### config.mk
export PLATFORM = sky130hd
export DESIGN_NAME = lcd_nibble_seq
export DESIGN_NICKNAME = d
export VERILOG_FILES = /design/src/rtl/lcd_nibble_seq.sv
export SDC_FILE = /design/constraint.sdc
export NUM_CORES = 1
export LEC_CHECK = 0
export CAP_MARGIN = 30
export CORE_ASPECT_RATIO = 0.9
export CORE_UTILIZATION = 65
export CTS_BUF_LIST = sky130_fd_sc_hd__clkbuf_4 sky130_fd_sc_hd__clkbuf_8
export DETAILED_ROUTE_END_ITERATION = 16
export PLACE_DENSITY = 0.87
export SYNTH_ARGS = -nofsm -noshare
export SYNTH_HDL_FRONTEND = slang
export SYNTH_SLANG_ARGS = --single-unit
export TNS_END_PERCENT = 30
### constraint.sdc
create_clock -name clk -period 9 [get_ports clk]
set_clock_uncertainty 0.05 [all_clocks]
set_input_delay 2.25 -clock clk [delete_from_list [all_inputs] [get_ports clk]]
set_output_delay 2.25 -clock clk [all_outputs]
set_load 0.02 [all_outputs]
### src/rtl/lcd_nibble_seq.sv
// rtl/lcd_nibble_seq.sv - HD44780 4-bit init/config and byte-write sequencer (option: LCD_HEXCONV_EN)
module lcd_nibble_seq #(
  parameter int T_PWRON = 750000,
  parameter int T_INIT1 = 205000,
  parameter int T_INIT2 = 5000,
  parameter int T_SETUP = 2,
  parameter int T_EPW   = 12,
  parameter int T_NIB   = 50,
  parameter int T_CMD   = 2000,
  parameter int T_CLR   = 82000
) (
  input  logic       clk,
  input  logic       rst,
  input  logic       req_valid,
  input  logic       req_rs,
  input  logic [7:0] req_data,
  output logic       req_ready,
  output logic       init_done,
  output logic       sf_e,
  output logic       lcd_e,
  output logic       lcd_rs,
  output logic       lcd_rw,
  output logic [3:0] lcd_d
);

  localparam logic [19:0] L_PWRON = 20'(T_PWRON);
  localparam logic [19:0] L_INIT1 = 20'(T_INIT1);
  localparam logic [19:0] L_INIT2 = 20'(T_INIT2);
  localparam logic [19:0] L_SETUP = 20'(T_SETUP);
  localparam logic [19:0] L_EPW   = 20'(T_EPW);
  localparam logic [19:0] L_NIB   = 20'(T_NIB);
  localparam logic [19:0] L_CMD   = 20'(T_CMD);
  localparam logic [19:0] L_CLR   = 20'(T_CLR);

  // seq_q: 0..3 raw init nibbles, 4..7 configuration bytes, 8 host byte
  localparam logic [3:0] SEQ_LAST_RAW = 4'd3;
  localparam logic [3:0] SEQ_CFG0     = 4'd4;
  localparam logic [3:0] SEQ_CFG_LAST = 4'd7;
  localparam logic [3:0] SEQ_USER     = 4'd8;

  typedef enum logic [2:0] {S_PWRON, S_SETUP, S_PULSE, S_WAIT, S_IDLE} state_t;

  state_t      state_q, state_d;
  logic [19:0] cnt_q, cnt_d;
  logic [3:0]  seq_q, seq_d;
  logic        hi_q, hi_d;
  logic [7:0]  byte_q, byte_d;
  logic        rs_q, rs_d;
  logic [3:0]  lcd_d_q, lcd_d_d;
  logic        lcd_rs_q, lcd_rs_d;
  logic        lcd_e_q, lcd_e_d;
  logic        init_done_q, init_done_d;

  logic [19:0] wait_len, phase_len;
  logic        phase_last;
  logic [7:0]  next_cfg;
  logic [7:0]  req_byte;

  function automatic logic [7:0] cfg_byte(input logic [3:0] seq);
    case (seq)
      4'd4:    return 8'h28;
      4'd5:    return 8'h06;
      4'd6:    return 8'h0C;
      default: return 8'h01;
    endcase
  endfunction

  // Byte accepted from the host, optionally mapped to an ASCII hex digit
  always_comb begin
    req_byte = req_data;
`ifdef LCD_HEXCONV_EN
    if (req_rs) begin
      if (req_data[3:0] < 4'd10) req_byte = {4'h3, req_data[3:0]};
      else                       req_byte = 8'h37 + {4'h0, req_data[3:0]};
    end
`endif
  end

  // Post-nibble wait: init ladder, inter-nibble gap, or command/clear settle
  always_comb begin
    wait_len = L_CMD;
    if (seq_q == 4'd0)                                       wait_len = L_INIT1;
    else if (seq_q == 4'd1)                                  wait_len = L_INIT2;
    else if (seq_q <= SEQ_LAST_RAW)                          wait_len = L_CMD;
    else if (hi_q)                                           wait_len = L_NIB;
    else if (!rs_q && (byte_q == 8'h01 || byte_q == 8'h02)) wait_len = L_CLR;
  end

  // Length of the current phase; zero behaves as a single cycle
  always_comb begin
    phase_len = 20'd0;
    case (state_q)
      S_PWRON: phase_len = L_PWRON;
      S_SETUP: phase_len = L_SETUP;
      S_PULSE: phase_len = L_EPW;
      S_WAIT:  phase_len = wait_len;
      default: phase_len = 20'd0;
    endcase
    phase_last = ({1'b0, cnt_q} + 21'd1) >= {1'b0, phase_len};
    next_cfg   = cfg_byte(seq_q + 4'd1);
  end

  // Next-state logic; bus outputs only change when entering SETUP (lcd_e low)
  always_comb begin
    state_d     = state_q;
    cnt_d       = cnt_q + 20'd1;
    seq_d       = seq_q;
    hi_d        = hi_q;
    byte_d      = byte_q;
    rs_d        = rs_q;
    lcd_d_d     = lcd_d_q;
    lcd_rs_d    = lcd_rs_q;
    lcd_e_d     = lcd_e_q;
    init_done_d = init_done_q;
    case (state_q)
      S_PWRON: begin
        if (phase_last) begin
          state_d  = S_SETUP;
          cnt_d    = 20'd0;
          seq_d    = 4'd0;
          lcd_d_d  = 4'h3;
          lcd_rs_d = 1'b0;
        end
      end
      S_SETUP: begin
        if (phase_last) begin
          state_d = S_PULSE;
          cnt_d   = 20'd0;
          lcd_e_d = 1'b1;
        end
      end
      S_PULSE: begin
        if (phase_last) begin
          state_d = S_WAIT;
          cnt_d   = 20'd0;
          lcd_e_d = 1'b0;
        end
      end
      S_WAIT: begin
        if (phase_last) begin
          cnt_d = 20'd0;
          if (seq_q < SEQ_LAST_RAW) begin
            state_d  = S_SETUP;
            seq_d    = seq_q + 4'd1;
            lcd_d_d  = (seq_q == 4'd2) ? 4'h2 : 4'h3;
            lcd_rs_d = 1'b0;
          end else if (seq_q == SEQ_LAST_RAW) begin
            state_d  = S_SETUP;
            seq_d    = SEQ_CFG0;
            hi_d     = 1'b1;
            byte_d   = next_cfg;
            rs_d     = 1'b0;
            lcd_d_d  = next_cfg[7:4];
            lcd_rs_d = 1'b0;
          end else if (hi_q) begin
            state_d = S_SETUP;
            hi_d    = 1'b0;
            lcd_d_d = byte_q[3:0];
          end else if (seq_q < SEQ_CFG_LAST) begin
            state_d  = S_SETUP;
            seq_d    = seq_q + 4'd1;
            hi_d     = 1'b1;
            byte_d   = next_cfg;
            lcd_d_d  = next_cfg[7:4];
            lcd_rs_d = 1'b0;
          end else begin
            state_d = S_IDLE;
            if (seq_q == SEQ_CFG_LAST) init_done_d = 1'b1;
          end
        end
      end
      S_IDLE: begin
        cnt_d = 20'd0;
        if (req_valid) begin
          state_d  = S_SETUP;
          seq_d    = SEQ_USER;
          hi_d     = 1'b1;
          byte_d   = req_byte;
          rs_d     = req_rs;
          lcd_d_d  = req_byte[7:4];
          lcd_rs_d = req_rs;
        end
      end
      default: state_d = S_PWRON;
    endcase
  end

  // State and output registers; reset aborts any nibble and restarts init
  always_ff @(posedge clk or posedge rst) begin
    if (rst) begin
      state_q     <= S_PWRON;
      cnt_q       <= 20'd0;
      seq_q       <= 4'd0;
      hi_q        <= 1'b0;
      byte_q      <= 8'h00;
      rs_q        <= 1'b0;
      lcd_d_q     <= 4'h0;
      lcd_rs_q    <= 1'b0;
      lcd_e_q     <= 1'b0;
      init_done_q <= 1'b0;
    end else begin
      state_q     <= state_d;
      cnt_q       <= cnt_d;
      seq_q       <= seq_d;
      hi_q        <= hi_d;
      byte_q      <= byte_d;
      rs_q        <= rs_d;
      lcd_d_q     <= lcd_d_d;
      lcd_rs_q    <= lcd_rs_d;
      lcd_e_q     <= lcd_e_d;
      init_done_q <= init_done_d;
    end
  end

  assign req_ready = (state_q == S_IDLE);
  assign init_done = init_done_q;
  assign sf_e      = 1'b1;
  assign lcd_rw    = 1'b0;
  assign lcd_e     = lcd_e_q;
  assign lcd_rs    = lcd_rs_q;
  assign lcd_d     = lcd_d_q;

endmodule

==> impl_results.md, run 1 <==
- Status: complete, no violations
- DR WL/cell: 16.62 um
- Fillers: 303
- Post-CTS Setup Repair Bufs: 0
- DRC: 0
- Share of layout cells above drive strength 1: 0.1071
- Clock sink count: 44
- Final Power: 362.1 uW
- Delay-heaviest family, CP: buffers and inverters
- Hold slack: 0.4295 ns
- First-pass iteration count of the detailed router: 5
- Yosys synthesis warning count: 0
- Antenna diode count: 0
- CTS HTree Levels: 2
- Max-Cap Viols: 0
- CP cell instances: nor2_1 > nand2_1 > inv_1 > clkdlybuf4s50_1
- Crit-path max FO: 12
- Hold Crit Class: register to register
- Post-synth EDFFs: 0
- Slew HR: 0.4984
- Unrepaired setup endpoints after global routing: no
- Antenna Nets Post-Route: 0
- Post-Synthesis Cell Area: 0.002928 mm2
- List of most frequent post-synthesis cells: 44 x dfrtp_1, 34 x nand2_1, 25 x nor2_1
- Vias/cell: 6.098
- Clk Latency, worst-skew pair: 0.31 ns
- Placer Congestion: 0.8823
- Post-Place Setup Slack: 4.948 ns
- Initial antenna violation count: 0
- Max Freq: 226.4 MHz
- Register area: 0.001101 mm2
- Hold_sp: init_done
- Worst Path Class, Setup: register to output pin
- Die Span Y: 65.67 um
- Multi-input logic area: 0.001725 mm2
- First-pass GRT wire length: 10860 um
- Global route total overflow: 0
- Slowest stage cell, crit path: clkdlybuf4s50_1
- Leak pwr: 1.528 nW
- Initial core utilization: 0.6998
- Nets: 369
- Slowest stage delay, CP: 0.69 ns
- Resize count post-CTS: 0
- CTS tree: done
- Hold Buf Count CTS: 0
- Buf/Inv on CP: 2
- Vias post-DR: 2415
- Unique cell type count in the Yosys netlist: 53
- Final core occ: 0.7808
- Worst vdd ir: 73.80 uV
- CORE AREA: 0.004184 mm2
- PnR worst setup slack: 4.583 ns
- Vias in the first global route: 2225
- Clock transition at the registers of the reported paths: 0.08 ns
- Synth area leaders: dfrtp_1 38%, ha_1 9.4%, nand2_1 4.4%, mux2_2 4.2%, nor2b_1 4.1%
- Syn avg cell area: 9.236 um2
- Largest net degree at the start of global routing: 45
- Slew Limit Fails: 0
- Worst path arrival time: 2.12 ns
- CTS Root Cell: clkbuf_8
- Async SR Flop Fraction: 1.000
- Port Buffers: 19
- WP data required: 6.70 ns
- Clock tree buffer depth: 2
- Seq/Total Area, Yosys: 0.3761
- Fin crit share: 0.4907
- DIE AREA: 0.004777 mm2
- R2R Path Start: seq_q[0]
- Setup violators final: 0
- Critical path origin: state_q[0]
- Critical path capture point type: output pin
- CP startpoint kind: register
- Yosys top cell by area: dfrtp_1
- PwrDens: 110.8 mW/mm2
- Total Routing Usage GR: 0.3077
- Final wirelength: 6580 um
- Final Hold Vio Count: 0
- Cell count after synthesis: 317
- Top Ports: 22
- Top-area cell type share of the netlist area: 0.3761
- Tightest Pin Transition: 0.7466 ns
- Setup TNS: 0 ns
- Primary FF master, synth: dfrtp_1
- Syn Nets: 351
- Yosys reg bits: 44
- CTS buffer count: 5
- Cell Rows: 22
- Dpl hpwl: 4749 um
- Most common cell in the netlist: dfrtp_1
- Syn-to-layout area delta: 11.58%
- Die X: 72.75 um
- DRT iter0 DRCs: 174
- Minimum clock period: 4.417 ns
==> where the power goes <==
part | internal, mW | total [mW] | switching, mW
logic | 0.00468 | 0.0102 | 0.00552
clock network | 0.0822 | 0.154 | 0.0718
registers | 0.198 | 0.198 | 0.000193
total | 0.285 | 0.362 | 0.0775
==> path summary, 6_finish.rpt <==
check	endpoint	slack (ns)	cells past startpoint
max	req_ready	4.58	4
min	init_done	0.43	1
max reg2reg	lcd_d[3]	5.27	13
min reg2reg	init_done	0.43	1
max in group asynchronous	seq_q[3]	6.17	3
min in group asynchronous	byte_q[4]	2.33	3
==> registers in the layout (all words and copies together) (netlist names) <==
signal and flops:
byte_q 8, cnt_q 20, hi_q 1, init_done 1
lcd_d 4, lcd_e 1, lcd_rs 1, rs_q 1
seq_q 4, state_q 3
==> cells in the final DEF, fill, tap and decap left out, types with 7 or more instances in the layout <==
cell type        netlist  layout
a21oi_1               12      12
and3_1                 7       7
clkdlybuf4s50_1        0      19
dfrtp_1               44      44
ha_1                  22      22
inv_1                 13      12
mux2_2                11      11
nand2_1               34      34
nand3_1               16      16
nand4_1                9       9
nor2_1                25      25
nor2b_1               19      19
o21ai_0               15      14
xnor2_1               12      12
xor2_1                 7       7
==> kinds of logic (layout without fill, tap and decap cells) <==
family	count (synthesis)	count (layout)	synth area share
AND/OR/NAND/NOR	133	133	0.2346
AO/OA/AOI/OAI	59	59	0.1440
flip-flops	44	44	0.3761
buffers and inverters	23	42	0.03462
adder cells (fa/ha/maj)	22	22	0.09402
XOR/XNOR	19	19	0.05684
multiplexers	15	15	0.05726
other	2	2	0.002565
==> area by class of cell <==
cell class                      count  share of cell area
Sequential cell                    44              0.3370
Clock inverter                      3             0.01302
Timing Repair Buffer               21             0.06281
Multi-Input combinational cell    250              0.5281
Inverter                           13             0.01494
Tap cell                           60             0.02298
Clock buffer                        5             0.02106
==> layer usage <==
layer,wire (um),up-vias,track usage
li1,-,1156,-
met1,3021,1155,0.4239
met2,2976,88,0.4731
met3,444,16,0.07515
met4,138,0,0.1054
met5,0,-,0
==> stage by stage <==
stage / std cells / instance area, um2
after floorplan: 317 / 2928
after global placement: 388 / 3156
after detailed placement: 388 / 3156
after CTS: 396 / 3267
after global routing: 396 / 3267
final: 396 / 3267
Power figures use the tool's default switching activity.
==> run 2: changes to the inputs <==
--- a/config.mk
+++ b/config.mk
@@ -7,10 +7,10 @@
 export LEC_CHECK = 0
 export CAP_MARGIN = 30
 export CORE_ASPECT_RATIO = 0.9
-export CORE_UTILIZATION = 65
+export CORE_UTILIZATION = 55
 export CTS_BUF_LIST = sky130_fd_sc_hd__clkbuf_4 sky130_fd_sc_hd__clkbuf_8
 export DETAILED_ROUTE_END_ITERATION = 16
-export PLACE_DENSITY = 0.87
+export PLACE_DENSITY = 0.79
 export SYNTH_ARGS = -nofsm -noshare
 export SYNTH_HDL_FRONTEND = slang
 export SYNTH_SLANG_ARGS = --single-unit
==> constraint.sdc (replaced) <==
create_clock -name clk -period 3.81 [get_ports clk]
set_clock_uncertainty 0.05 [all_clocks]
set_input_delay 0.9525 -clock clk [delete_from_list [all_inputs] [get_ports clk]]
set_output_delay 0.9525 -clock clk [all_outputs]
set_load 0.02 [all_outputs]
==> impl_results.md, run 2 (synthesized netlist as in run 1, its figures left out) <==
- Unrepaired setup endpoints after global routing: no
- Post-CTS Setup Repair Bufs: 0
- Slew HR: 0.4185
- Buf/Inv on CP: 0
- Worst Path Class, Setup: register to register
- Initial core utilization: 0.5873
- DR WL/cell: 15.94 um
- CTS buffer count: 5
- Most frequent cells in the layout: 44 x dfrtp_1, 34 x nand2_1, 25 x nor2_1
- GR Util met1: 0.3607
- Share of layout cells above drive strength 1: 0.1176
- Minimum clock period: 3.564 ns
- Vias in the first global route: 2323
- Switching Fraction: 0.2166
- CORE AREA: 0.004985 mm2
- Slowest stage cell, crit path: dfrtp_1
- Internal power: 622.9 uW
- Grt peak-use layer: met2
- Fin crit share: 0.9355
- Cell Rows: 24
- Largest net degree at the start of global routing: 26
- Slew Limit Fails: 0
- DRC: 0
- Regs by FF count: cnt_q (20), byte_q (8)
- Delay-heaviest family, CP: compound AO/OA/AOI/OAI gates
- Most common cell after layout, fill and taps aside: dfrtp_1
- Resize count post-CTS: 0
- Dpl cells: 397
- Die Span Y: 71.22 um
- Setup TNS: 0 ns
- Total Routing Usage GR: 0.2509
- CTS HTree Levels: 2
- Leak pwr: 1.545 nW
- Antenna diode count: 0
- Setup violators final: 0
- Vias post-DR: 2386
- Comb pwr share: 0.030
- WP data required: 3.95 ns
- Global route total overflow: 0
- Clock Power Share: 0.382
- CP cell instances: or2_2 > nand4_1 > and3_1 > nor2_1 > ha_1 > a21oi_1 > a21boi_0 > o311a_1 > o311ai_2 > o211ai_2 > a21boi_2 > mux2_2
- Die X: 78.91 um
- Final Hold Vio Count: 0
- Fin cells: 405
- Vias/cell: 5.891
- Antenna Nets Post-Route: 0
- Met2 Usage GRT: 0.3884
- Worst path arrival time: 3.70 ns
- Initial antenna violation count: 0
- Max reg flops: 20
- Slowest stage delay, CP: 0.44 ns
- Final wirelength: 6456 um
- P_sw: 172.2 uW
- Worst vdd ir: 200.9 uV
- CTS Root Cell: clkbuf_8
- First-pass GRT wire length: 10980 um
- Clk Latency, worst-skew pair: 0.30 ns
- Clock sink count: 44
- CTS tree: done
- Hold slack: 0.4515 ns
- Clock tree buffer depth: 2
- Post-Place Setup Slack: 0.2567 ns
- Dpl hpwl: 4869 um
- Clock transition at the registers of the reported paths: 0.08 ns
- Part of the power in registers: 0.588
- Max-Cap Viols: 0
- First-pass iteration count of the detailed router: 4
- Max Freq: 280.6 MHz
- Critical path capture point type: register
- PwrDens: 241.7 mW/mm2
- Port Buffers: 19
- CP startpoint kind: register
- Nets: 373
- Final Power: 795.1 uW
- Placer Congestion: 0.8664
- PnR worst setup slack: 0.2456 ns
- Final instance area: 0.003289 mm2
- DIE AREA: 0.005619 mm2
- Crit-path max FO: 7
- Final core occ: 0.6599
- Hold Buf Count CTS: 0
- Status: complete, no violations
- Tightest Pin Transition: 0.8668 ns
- DRT iter0 DRCs: 173
- DP Area: 0.003192 mm2
- Biggest register: cnt_q
- Hold Crit Class: register to register
- Syn-to-layout area delta: 12.35%
- Top Ports: 22
- M3 GR Usage: 0.05350
[run 2: area by class of cell]
cell class	count	area [um2]
Tap cell	65	81.33
Clock buffer	6	82.58
Sequential cell	44	1101
Clock inverter	2	10.01
Multi-Input combinational cell	250	1730
Fill cell	413	1695
Timing Repair Buffer	25	235.2
Inverter	13	48.80
[run 2: final timing paths]
| check | from | endpoint | slack (ns) | cells after the start |
|---|---|---|---|---|
| max | seq_q[3] | lcd_d[3] | 0.25 | 12 |
| min | init_done | init_done | 0.45 | 1 |
| max in group asynchronous | rst | cnt_q[4] | 2.02 | 3 |
| min in group asynchronous | rst | byte_q[4] | 0.98 | 2 |
| min reg2reg | init_done | init_done | 0.45 | 1 |
| max reg2reg | seq_q[3] | lcd_d[3] | 0.25 | 12 |
[run 2: power by group through the flow]
stage / logic (mW) / registers (mW) / clock network (mW)
6_report: 0.0235 / 0.468 / 0.304
5_1_grt: 0.0266 / 0.468 / 0.327
4_1_cts: 0.0243 / 0.468 / 0.308
3_5_place_dp: 0.0242 / 0.477 / 0
3_3_place_gp: 0.0238 / 0.477 / 0
2_1_floorplan: 0.0107 / 0.477 / 0
[run 2: layer usage]
layer  up-vias  wire length (um)
met5         -                 0
met4         0                87
met3        13               283
met2        62              2971
met1      1145              3113
li1       1166                 -
